**config.mk**
```make
export PLATFORM = sky130hd
export DESIGN_NAME = bsg_manycore_pkt_encode
export DESIGN_NICKNAME = d
export VERILOG_FILES = /design/src/rtl/bsg_manycore_pkg.sv /design/src/rtl/bsg_manycore_pkt_credit_counter.sv /design/src/rtl/bsg_two_fifo.sv /design/src/rtl/bsg_manycore_pkt_encode.sv
export SDC_FILE = /design/constraint.sdc
export NUM_CORES = 1
export LEC_CHECK = 0
export ABC_AREA = 1
export BUFFER_PORTS_ARGS = -buffer_cell sky130_fd_sc_hd__buf_2
export CAP_MARGIN = 20
export CORE_MARGIN = 1.5
export CORE_UTILIZATION = 53
export DETAILED_ROUTE_END_ITERATION = 10
export PLACE_DENSITY = 0.88
export SETUP_SLACK_MARGIN = 0.2
export SKIP_LAST_GASP = 1
export SLEW_MARGIN = 10
export SYNTH_ARGS = -nofsm -noshare
export SYNTH_HDL_FRONTEND = slang
export SYNTH_SLANG_ARGS = --single-unit
```
**constraint.sdc**
```tcl
create_clock -name clk_i -period 5.45 [get_ports clk_i]
set_input_delay 1.09 -clock clk_i [delete_from_list [all_inputs] [get_ports clk_i]]
set_output_delay 1.09 -clock clk_i [all_outputs]
set_load 0.01 [all_outputs]
```
**src/rtl/bsg_manycore_pkg.sv**
```systemverilog
// Manycore packet macros and shared constants.
// Packet layout, MSB first: addr, op, op_ex, data, y_cord, x_cord.

`ifndef BSG_MANYCORE_PACKET_MACROS
`define BSG_MANYCORE_PACKET_MACROS

`define BSG_MANYCORE_PACKET_WIDTH(aw,dw,xw,yw) \
  (2+((dw)>>3)+(xw)+(yw)+(dw)+(aw))

`define DECLARE_BSG_MANYCORE_PACKET_S(aw,dw,xw,yw) \
  typedef struct packed { \
    logic [(aw)-1:0]      addr; \
    logic [1:0]           op; \
    logic [((dw)>>3)-1:0] op_ex; \
    logic [(dw)-1:0]      data; \
    logic [(yw)-1:0]      y_cord; \
    logic [(xw)-1:0]      x_cord; \
  } bsg_manycore_packet_s

`endif

package bsg_manycore_pkg;

  localparam logic [1:0] e_op_remote_store = 2'd1;
  localparam logic [1:0] e_op_config       = 2'd2;

  typedef enum logic [1:0] {
    e_cmd_store    = 2'd0,
    e_cmd_freeze   = 2'd1,
    e_cmd_unfreeze = 2'd2,
    e_cmd_illegal  = 2'd3
  } bsg_manycore_cmd_e;

  localparam int unsigned config_addr_gp = 0;

endpackage

```
**src/rtl/bsg_manycore_pkt_credit_counter.sv**
```systemverilog
// Outstanding-request credit counter, saturating at
// its reset value; flags a return that would overflow.

module bsg_manycore_pkt_credit_counter #(
  parameter  int max_val_p = 4,
  localparam int width_lp  = $clog2(max_val_p+1)
) (
  input  logic                clk_i,
  input  logic                reset_n_i,
  input  logic                spend_i,
  input  logic                return_i,
  output logic [width_lp-1:0] count_o,
  output logic                overflow_o
);

  localparam logic [width_lp-1:0] lp_max =
    width_lp'(max_val_p);

  logic [width_lp-1:0] r_count;
  logic [width_lp-1:0] w_count_nxt;
  logic                w_dn;
  logic                w_up;
  logic                w_sat;

  assign w_dn = spend_i & ~return_i
              & (r_count != '0);
  assign w_up = return_i & ~spend_i
              & (r_count != lp_max);
  assign w_sat = return_i & ~spend_i
               & (r_count == lp_max);

  assign count_o    = r_count;
  assign overflow_o = w_sat;

  // one step per cycle; spend+return cancels out
  always_comb begin
    w_count_nxt = r_count;
    unique case (1'b1)
      w_dn:    w_count_nxt = r_count - width_lp'(1);
      w_up:    w_count_nxt = r_count + width_lp'(1);
      default: w_count_nxt = r_count;
    endcase
  end

  // count register, full credit out of reset
  always_ff @(posedge clk_i or negedge reset_n_i) begin
    if (!reset_n_i) r_count <= lp_max;
    else            r_count <= w_count_nxt;
  end

  // a return at full credit means the network lost track
  always_ff @(posedge clk_i) begin
    if (reset_n_i)
      assert (!w_sat)
        else $warning("credit return ignored at max count");
  end

endmodule

```
**src/rtl/bsg_two_fifo.sv**
```systemverilog
// Two-entry FIFO, valid/ready in, valid/yumi out.
// No enqueue-to-output bypass; ready_o is pure state.

module bsg_two_fifo #(
  parameter int width_p = 8
) (
  input  logic               clk_i,
  input  logic               reset_n_i,
  output logic               ready_o,
  input  logic [width_p-1:0] data_i,
  input  logic               v_i,
  output logic               v_o,
  output logic [width_p-1:0] data_o,
  input  logic               yumi_i
);

  logic [width_p-1:0] r_mem [2];
  logic               r_wr_ptr;
  logic               r_rd_ptr;
  logic [1:0]         r_cnt;
  logic               w_enq;
  logic               w_deq;

  assign ready_o = (r_cnt != 2'd2);
  assign v_o     = (r_cnt != 2'd0);
  assign data_o  = r_mem[r_rd_ptr];
  assign w_enq   = v_i & ready_o;
  assign w_deq   = yumi_i & v_o;

  // occupancy and pointers; cleared asynchronously
  always_ff @(posedge clk_i or negedge reset_n_i) begin
    if (!reset_n_i) begin
      r_wr_ptr <= 1'b0;
      r_rd_ptr <= 1'b0;
      r_cnt    <= 2'd0;
    end else begin
      if (w_enq) r_wr_ptr <= ~r_wr_ptr;
      if (w_deq) r_rd_ptr <= ~r_rd_ptr;
      unique case ({w_enq, w_deq})
        2'b10:   r_cnt <= r_cnt + 2'd1;
        2'b01:   r_cnt <= r_cnt - 2'd1;
        default: r_cnt <= r_cnt;
      endcase
    end
  end

  // storage; contents are only meaningful while counted
  always_ff @(posedge clk_i) begin
    if (w_enq) r_mem[r_wr_ptr] <= data_i;
  end

endmodule

```
**src/rtl/bsg_manycore_pkt_encode.sv**
```systemverilog
// Endpoint command to manycore packet encoder with
// a 2-entry output FIFO and outstanding-credit gating.

module bsg_manycore_pkt_encode
  import bsg_manycore_pkg::*;
#(
  parameter  int x_cord_width_p    = 5,
  parameter  int y_cord_width_p    = 5,
  parameter  int data_width_p      = 32,
  parameter  int addr_width_p      = 20,
  parameter  int max_out_credits_p = 4,
  localparam int packet_width_lp   =
    `BSG_MANYCORE_PACKET_WIDTH(addr_width_p,
      data_width_p, x_cord_width_p, y_cord_width_p),
  localparam int credit_width_lp   =
    $clog2(max_out_credits_p+1)
) (
  input  logic                       clk_i,
  input  logic                       reset_n_i,
  input  logic                       v_i,
  input  logic [1:0]                 cmd_i,
  input  logic [addr_width_p-1:0]    addr_i,
  input  logic [data_width_p-1:0]    data_i,
  input  logic [(data_width_p>>3)-1:0] mask_i,
  input  logic [x_cord_width_p-1:0]  x_cord_i,
  input  logic [y_cord_width_p-1:0]  y_cord_i,
  output logic                       ready_o,
  output logic                       v_o,
  output logic [packet_width_lp-1:0] data_o,
  input  logic                       ready_i,
  input  logic                       credit_i,
  output logic [credit_width_lp-1:0] credits_o,
  output logic                       err_o
);

  `DECLARE_BSG_MANYCORE_PACKET_S(addr_width_p,
    data_width_p, x_cord_width_p, y_cord_width_p);

  if ((data_width_p % 8) != 0) begin : g_bad_dw
    $error("data_width_p must be a multiple of 8");
  end
  if (max_out_credits_p < 1) begin : g_bad_cr
    $error("max_out_credits_p must be at least 1");
  end

  bsg_manycore_cmd_e    w_cmd;
  bsg_manycore_packet_s w_pkt;
  logic                 w_fifo_ready;
  logic                 w_have_credit;
  logic                 w_accept;
  logic                 w_is_store;
  logic                 w_is_freeze;
  logic                 w_is_unfreeze;
  logic                 w_is_illegal;
  logic                 w_enq;
  logic                 w_ovf;
  logic                 r_err;

  assign w_cmd = bsg_manycore_cmd_e'(cmd_i);

  assign w_have_credit = (credits_o != '0);
  assign ready_o  = w_fifo_ready & w_have_credit;
  assign w_accept = v_i & ready_o;

  assign w_is_store    = (w_cmd == e_cmd_store);
  assign w_is_freeze   = (w_cmd == e_cmd_freeze);
  assign w_is_unfreeze = (w_cmd == e_cmd_unfreeze);
  assign w_is_illegal  = (w_cmd == e_cmd_illegal);

  assign w_enq = w_accept & ~w_is_illegal;

  assign err_o = r_err;

  // packet assembly; freeze/unfreeze are config writes
  always_comb begin
    w_pkt        = '0;
    w_pkt.x_cord = x_cord_i;
    w_pkt.y_cord = y_cord_i;
    unique case (1'b1)
      w_is_store: begin
        w_pkt.op    = e_op_remote_store;
        w_pkt.op_ex = mask_i;
        w_pkt.addr  = addr_i;
        w_pkt.data  = data_i;
      end
      w_is_freeze: begin
        w_pkt.op    = e_op_config;
        w_pkt.addr  = addr_width_p'(config_addr_gp);
        w_pkt.data  = data_width_p'(1);
      end
      w_is_unfreeze: begin
        w_pkt.op    = e_op_config;
        w_pkt.addr  = addr_width_p'(config_addr_gp);
        w_pkt.data  = '0;
      end
      default: w_pkt.op = 2'd0;
    endcase
  end

  bsg_two_fifo #(
    .width_p (packet_width_lp)
  ) u_fifo (
    .clk_i     (clk_i),
    .reset_n_i (reset_n_i),
    .ready_o   (w_fifo_ready),
    .data_i    (w_pkt),
    .v_i       (w_enq),
    .v_o       (v_o),
    .data_o    (data_o),
    .yumi_i    (v_o & ready_i)
  );

  bsg_manycore_pkt_credit_counter #(
    .max_val_p (max_out_credits_p)
  ) u_credits (
    .clk_i      (clk_i),
    .reset_n_i  (reset_n_i),
    .spend_i    (w_enq),
    .return_i   (credit_i),
    .count_o    (credits_o),
    .overflow_o (w_ovf)
  );

  // error pulse one cycle after a dropped command
  // or an overflowing credit return
  always_ff @(posedge clk_i or negedge reset_n_i) begin
    if (!reset_n_i) r_err <= 1'b0;
    else            r_err <= (w_accept & w_is_illegal)
                           | w_ovf;
  end

endmodule

```
# Word level (Yosys, flattened, before mapping)
# Memory sizes are Yosys's and may differ from the RTL's.
# Index checks and enable logic that the tools add are counted.
# W data, S select, Z words.
dict set report totals {
  regBits 8
  latch_bits 0
  mem_bits_rw 136
  romBits 0
  in_bits 73
  out_inout_bits 74
  elab_cells 50
  mem_count 1
}
# name depth word_bits read_ports rd_ports_with_merged_regs write_ports line
set mem_list {}
lappend mem_list {u_fifo.r_mem 2 68 1 0 1 bsg_two_fifo.sv:17} ;# logic [width_p-1:0] r_mem [2];
dict set report classes {
  addsub 4
  mul 0
  div 0
  order_cmp 0
  eq_ne 8
  n_shift 0
  mux 8
  n_bitwise 18
  reduce_logical 6
}
# operator n
set ops {}
lappend ops {{$pmux W32 S2} 1}
lappend ops {{$mux W20} 1}
lappend ops {{$and A1 B1 Y1} 12}
lappend ops {{$pmux W2 S2} 2}
lappend ops {{$eq A2 B2 Y1 const B} 3}
lappend ops {{$pmux W3 S2} 1}
lappend ops {{$reduce_bool A2 Y1} 3}
lappend ops {{$not A1 Y1} 5}
lappend ops {{$eq A2 B1 Y1 const B} 2}
lappend ops {{$mux W4} 1}
lappend ops {{$add A3 B1 Y3 const B} 1}
lappend ops {{$eq A3 B3 Y1 const B} 1}
lappend ops {{$ne A3 B3 Y1 const B} 1}
lappend ops {{$reduce_bool A3 Y1} 1}
lappend ops {{$sub A3 B1 Y3 const B} 1}
lappend ops {{$add A2 B1 Y2 const B} 1}
lappend ops {{$logic_not A2 Y1} 1}
lappend ops {{$mux W1} 2}
lappend ops {{$ne A2 B2 Y1 const B} 1}
lappend ops {{$reduce_or A2 Y1} 1}
lappend ops {{$sub A2 B1 Y2 const B} 1}
lappend ops {{$or A1 B1 Y1} 1}

# Depth between registers and ports, before layout
dict set report depth {
  depth_word 8
  mapped_depth 11
  ltp_nobuf 11
}

# Cells and area by module
# From an unflattened synthesis, not the netlist that was laid out.
dict set report unflattened {
  hier_cells 550
  hier_area_um2 5989.5
}
# module n_inst cells_per_inst area_per_inst_um2 seq_area_each_um2
set modules_own_cells {}
lappend modules_own_cells {bsg_two_fifo 1 385 5171.2 4184.0}
lappend modules_own_cells {bsg_manycore_pkt_encode 1 135 609.3 25.0}
lappend modules_own_cells {bsg_manycore_pkt_credit_counter 1 30 209.0 76.3}

# Worst setup path after synthesis
# OpenSTA, ideal clock, no wires.
dict set report synth_timing {
  path_kind {input to register}
  from {input cmd_i[0]}
  to {memory u_fifo.r_mem[0][0] in the netlist's numbering, enable pin}
  arrival_time_ps 4448
  t_required_ps 4955
  slack_ps 508
  cell_stages 4
  cell_sequence {ha_1 inv_1 nand4_4 nor2_1}
}
dict set report synth_via {
  elab_chain_cells 6
}
# element line
set synth_rtl {}
lappend synth_rtl {{from (decl)} bsg_manycore_pkt_encode.sv:21} ;# input logic [1:0] cmd_i,
lappend synth_rtl {{$eq A2 B2 Y1} bsg_manycore_pkt_encode.sv:68} ;# assign w_is_illegal = (w_cmd == e_cmd_illegal);
lappend synth_rtl {{$not A1 Y1} bsg_manycore_pkt_encode.sv:70} ;# assign w_enq = w_accept & ~w_is_illegal;
lappend synth_rtl {{$and A1 B1 Y1} bsg_manycore_pkt_encode.sv:70}
lappend synth_rtl {{$and A1 B1 Y1} bsg_two_fifo.sv:27} ;# assign w_enq = v_i & ready_o;
lappend synth_rtl {{$mux W1} bsg_two_fifo.sv:49} ;# if (w_enq) r_mem[r_wr_ptr] <= data_i;
lappend synth_rtl {{$mux W1 (implied by the code)} bsg_two_fifo.sv:49}
lappend synth_rtl {{to (decl)} bsg_two_fifo.sv:17}
# Every way passes these cells.

# Final worst setup path
dict set report layout_timing {
  from {register u_fifo.r_rd_ptr}
  to {output data_o[4]}
}
dict set report layout_via {
  elab_chain_cells 1
}
# element line
set layout_rtl {}
lappend layout_rtl {{from (decl)} bsg_two_fifo.sv:19} ;# logic r_rd_ptr;
lappend layout_rtl {{from (signal assigned)} bsg_two_fifo.sv:38} ;# if (w_deq) r_rd_ptr <= ~r_rd_ptr;
lappend layout_rtl {{$mem_v2 Z2 W68} n/a}
lappend layout_rtl {{to (decl)} bsg_manycore_pkt_encode.sv:29} ;# output logic [packet_width_lp-1:0] data_o,
# Every way passes these cells.

==> key figures <==
Synth
  – Top cells by area, synth: edfxtp_1 69%, nand2_1 17%, inv_1 4.1%
  – FF+latch count, synth: 144
  – Mapped Area: between 0.005 and 0.006 sq mm
  – Synth Flop Type: edfxtp_1
  – Average size of a mapped cell: 11.2 sq um
  – Top post-synthesis cells by count: 268 x nand2_1, 136 x edfxtp_1, 65 x inv_1, 10 x clkbuf_1, 8 x buf_2
  – EDFF count, synth: 136
  – Top-area cell type share of the netlist area: 68.8%
  – Netlist cell types: 29
  – Synth Instances: approximately 530
  – Count leader, synth: nand2_1
  – Post-synth ARST share: 5.56%
  – Syn Nets: 611
  – YS warnings: 0
  – Post-synthesis sequential area ratio: 72.2%
  – Area leader, netlist: edfxtp_1

GRT
  – GRT Overall Usage: 21.2%
  – Met2 global-route usage: 36.1%
  – Vias in the first global route: around 3,900
  – Largest net degree at the start of global routing: 70
  – Initial antenna violation count: 0
  – GR peak layer: met2
  – Routing usage on met1: a little over a quarter
  – GR met3 Demand/Resource: 6.58%
  – Grt total ovfl: 0
  – Global-route wire length before repair: 18,500 um

Worst setup path
  – Req. time, crit path: 4360 ps
  – Reg-to-reg endpoint: u_fifo.r_mem[0][16]
  – Startpoint Class: flop
  – CP max FO: 69
  – RR Startpoint: u_credits.count_o[2]
  – Crit path DAT: between 2000 and 2500 ps
  – Critical path class: flop to output pin
  – CP startpoint: u_fifo.r_rd_ptr
  – Crit end category: output pin
  – R2R depth: 5
  – R2R setup slack: 3020 ps

Job
  – Max Cap Violations: 0

Route
  – Detail Route Antenna Nets: 0
  – Pre-antenna DRT Iters: 6
  – Residual DRC count: 0
  – Vias: 4,036
  – Iter 0 DRT Violations: 278
  – Routed wire length: roughly 12,000 um
  – WL/cell: about 14 um
  – Vias per cell: 4.84

Die
  – Cell Rows: 38
  – Initial Util: 54.5%
  – Die W: about 110 um
  – Die Ht: 109 um
  – Core Box Area: roughly 0.011 sq mm
  – I/O pins: 147
  – DIE AREA: 0.0118 sq mm

Min path
  – Min-delay worst type: input port to asynchronous set/reset pin

Finish
  – Filler cells: 801
  – Share of cells above drive strength 1: approximately 29%
  – Antenna diodes: 0
  – Net count, final: 760
  – P&R area growth vs syn: 24.8%

Power and ir drop
  – Logic pwr share: a little under a third
  – Switching portion of total power: 33.3%
  – Static leakage: about 0.0036 uW
  – Clock share of power: 28.6%
  – Cell Pwr Density: 520 mW/mm^2
  – Seq pwr share: between 40 and 50%
  – Switching power total: 1280 uW
  – Peak supply drop: 0.000337 V
  – Internal power: 2570 uW

Timing
  – Final TNS setup: 0 ps
  – Achievable Freq: a little under 300 MHz
  – Worst Max-Slew Pin Slew: 1050 ps
  – Final Skew: 7.91 ps
  – Post-layout worst setup margin: just over 2000 ps
  – Hold Vio Cnt, Final: 0
  – Slew Limit Fails: 0
  – Unrepaired setup endpoints after global routing: no
  – Minimum clock period: between 3000 and 4000 ps
  – Worst slew margin: between 20% and 30%
  – # setup viols final: 0
  – Final period utilization: 63.1%

Place
  – HPWL after DPL: 7470 um
  – Gp weighted congestion: 0.734
  – Pre-CTS WS: 2150 ps
  – IO buf count: 146

Run status
  – Status: completed

Clocking
  – Clk_lat worst skew: 500 ps
  – TritonCTS clock tree: done
  – Root Buffer: clkbuf_8
  – CTS Sinks: between 100 and 150
  – Deepest clock path buffer count: 2
  – Post-CTS Setup Inserts: 0
  – CTS hold repair buffers: 0
  – Clock-pin slew on the worst setup and hold paths: approximately 60 ps
  – Cts bufs inserted: 17
  – H-Tree Level Count: 4
  – PostCTS Resize Cnt: 0
how the worst max path moves through the flow:
stage	endpoint	slack [ps]	depth (start not counted)
2_1_floorplan	u_fifo.r_mem[0][0]	510	4
3_3_place_gp	u_fifo.r_mem[1][8]	2220	6
3_5_place_dp	u_fifo.r_mem[0][8]	2150	6
6_report	data_o[4]	2010	6
5_1_grt	data_o[42]	1810	6
4_1_cts	data_o[4]	1930	6
flip-flops by register name, summed over array words and instances, names as in the netlist:
| signal | count |
|---|---|
| u_fifo.r_mem | 136 |
| u_credits.count_o | 3 |
| u_fifo.r_cnt | 2 |
| err_o | 1 |
| u_fifo.r_rd_ptr | 1 |
| u_fifo.r_wr_ptr | 1 |
layout by cell type (no fill, tap or decap), types with 3 or more instances in the layout:
| cell type | count |
|---|---|
| buf_12 | 3 |
| buf_2 | 146 |
| ha_1 | 4 |
| nand2_1 | 268 |
| clkbuf_16 | 16 |
| nor2_4 | 3 |
| dfrtp_1 | 6 |
| xor2_1 | 3 |
| clkinv_2 | 4 |
| inv_1 | 65 |
| edfxtp_1 | 136 |
| bufinv_16 | 3 |
| clkinv_1 | 3 |
| nand2_2 | 4 |
worst max-delay path, cell delays in order (launching register included):
cell	delay [ps]
dfrtp_2	390
buf_4	340
inv_2	110
buf_4	590
nand2_1	140
nand2_1	130
buf_2	140
area by class of cell:
class                   count  area (sq um)  share of cell area [%]
repair buffers            151           806                    10.9
well taps                 140           175                    2.36
clock buffers              19           422                    5.69
clock inverters            13           145                    1.96
multi-input cells         300          1320                    17.9
inverters                  67           251                    3.39
flip-flops and latches    144          4290                    57.9
metrics by stage:
stage | std cells | hold WS [ps] | instance area [sq um] | util [%] | power (uW)
2_1_floorplan | 532 | 479 | 5940 | - | 2310
3_3_place_gp | 801 | 465 | 6820 | 62.7 | 2740
3_5_place_dp | 801 | 483 | 6820 | 62.7 | 2780
4_1_cts | 833 | 391 | 7390 | 67.9 | 3890
5_1_grt | 834 | 395 | 7410 | 68.1 | 4090
6_report | 834 | 413 | 7410 | 68.1 | 3850
routing by layer:
metal  share of wire, %  vias up
met5                  0        -
met4               0.85        0
met3                5.4       10
met2                 53      127
met1                 41     1922
li1                   -     1977
kinds of logic after synthesis:
| family | Yosys count | synth area share, % |
|---|---|---|
| adder cells (fa/ha/maj) | 6 | 1.39 |
| AND/OR/NAND/NOR | 285 | 19.4 |
| flip-flops | 144 | 72.2 |
| XOR/XNOR | 5 | 0.864 |
| AO/OA/AOI/OAI | 4 | 0.379 |
| buffers and inverters | 88 | 5.80 |
power by group through the flow:
stage | Sequential [uW] | Combinational, uW | Clock [uW]
6_report | 1550 | 1210 | 1100
5_1_grt | 1570 | 1360 | 1170
4_1_cts | 1550 | 1220 | 1120
3_5_place_dp | 1570 | 1210 | 0
3_3_place_gp | 1550 | 1180 | 0
2_1_floorplan | 1580 | 736 | 0
No activity file was read; power rests on OpenSTA's default activity.
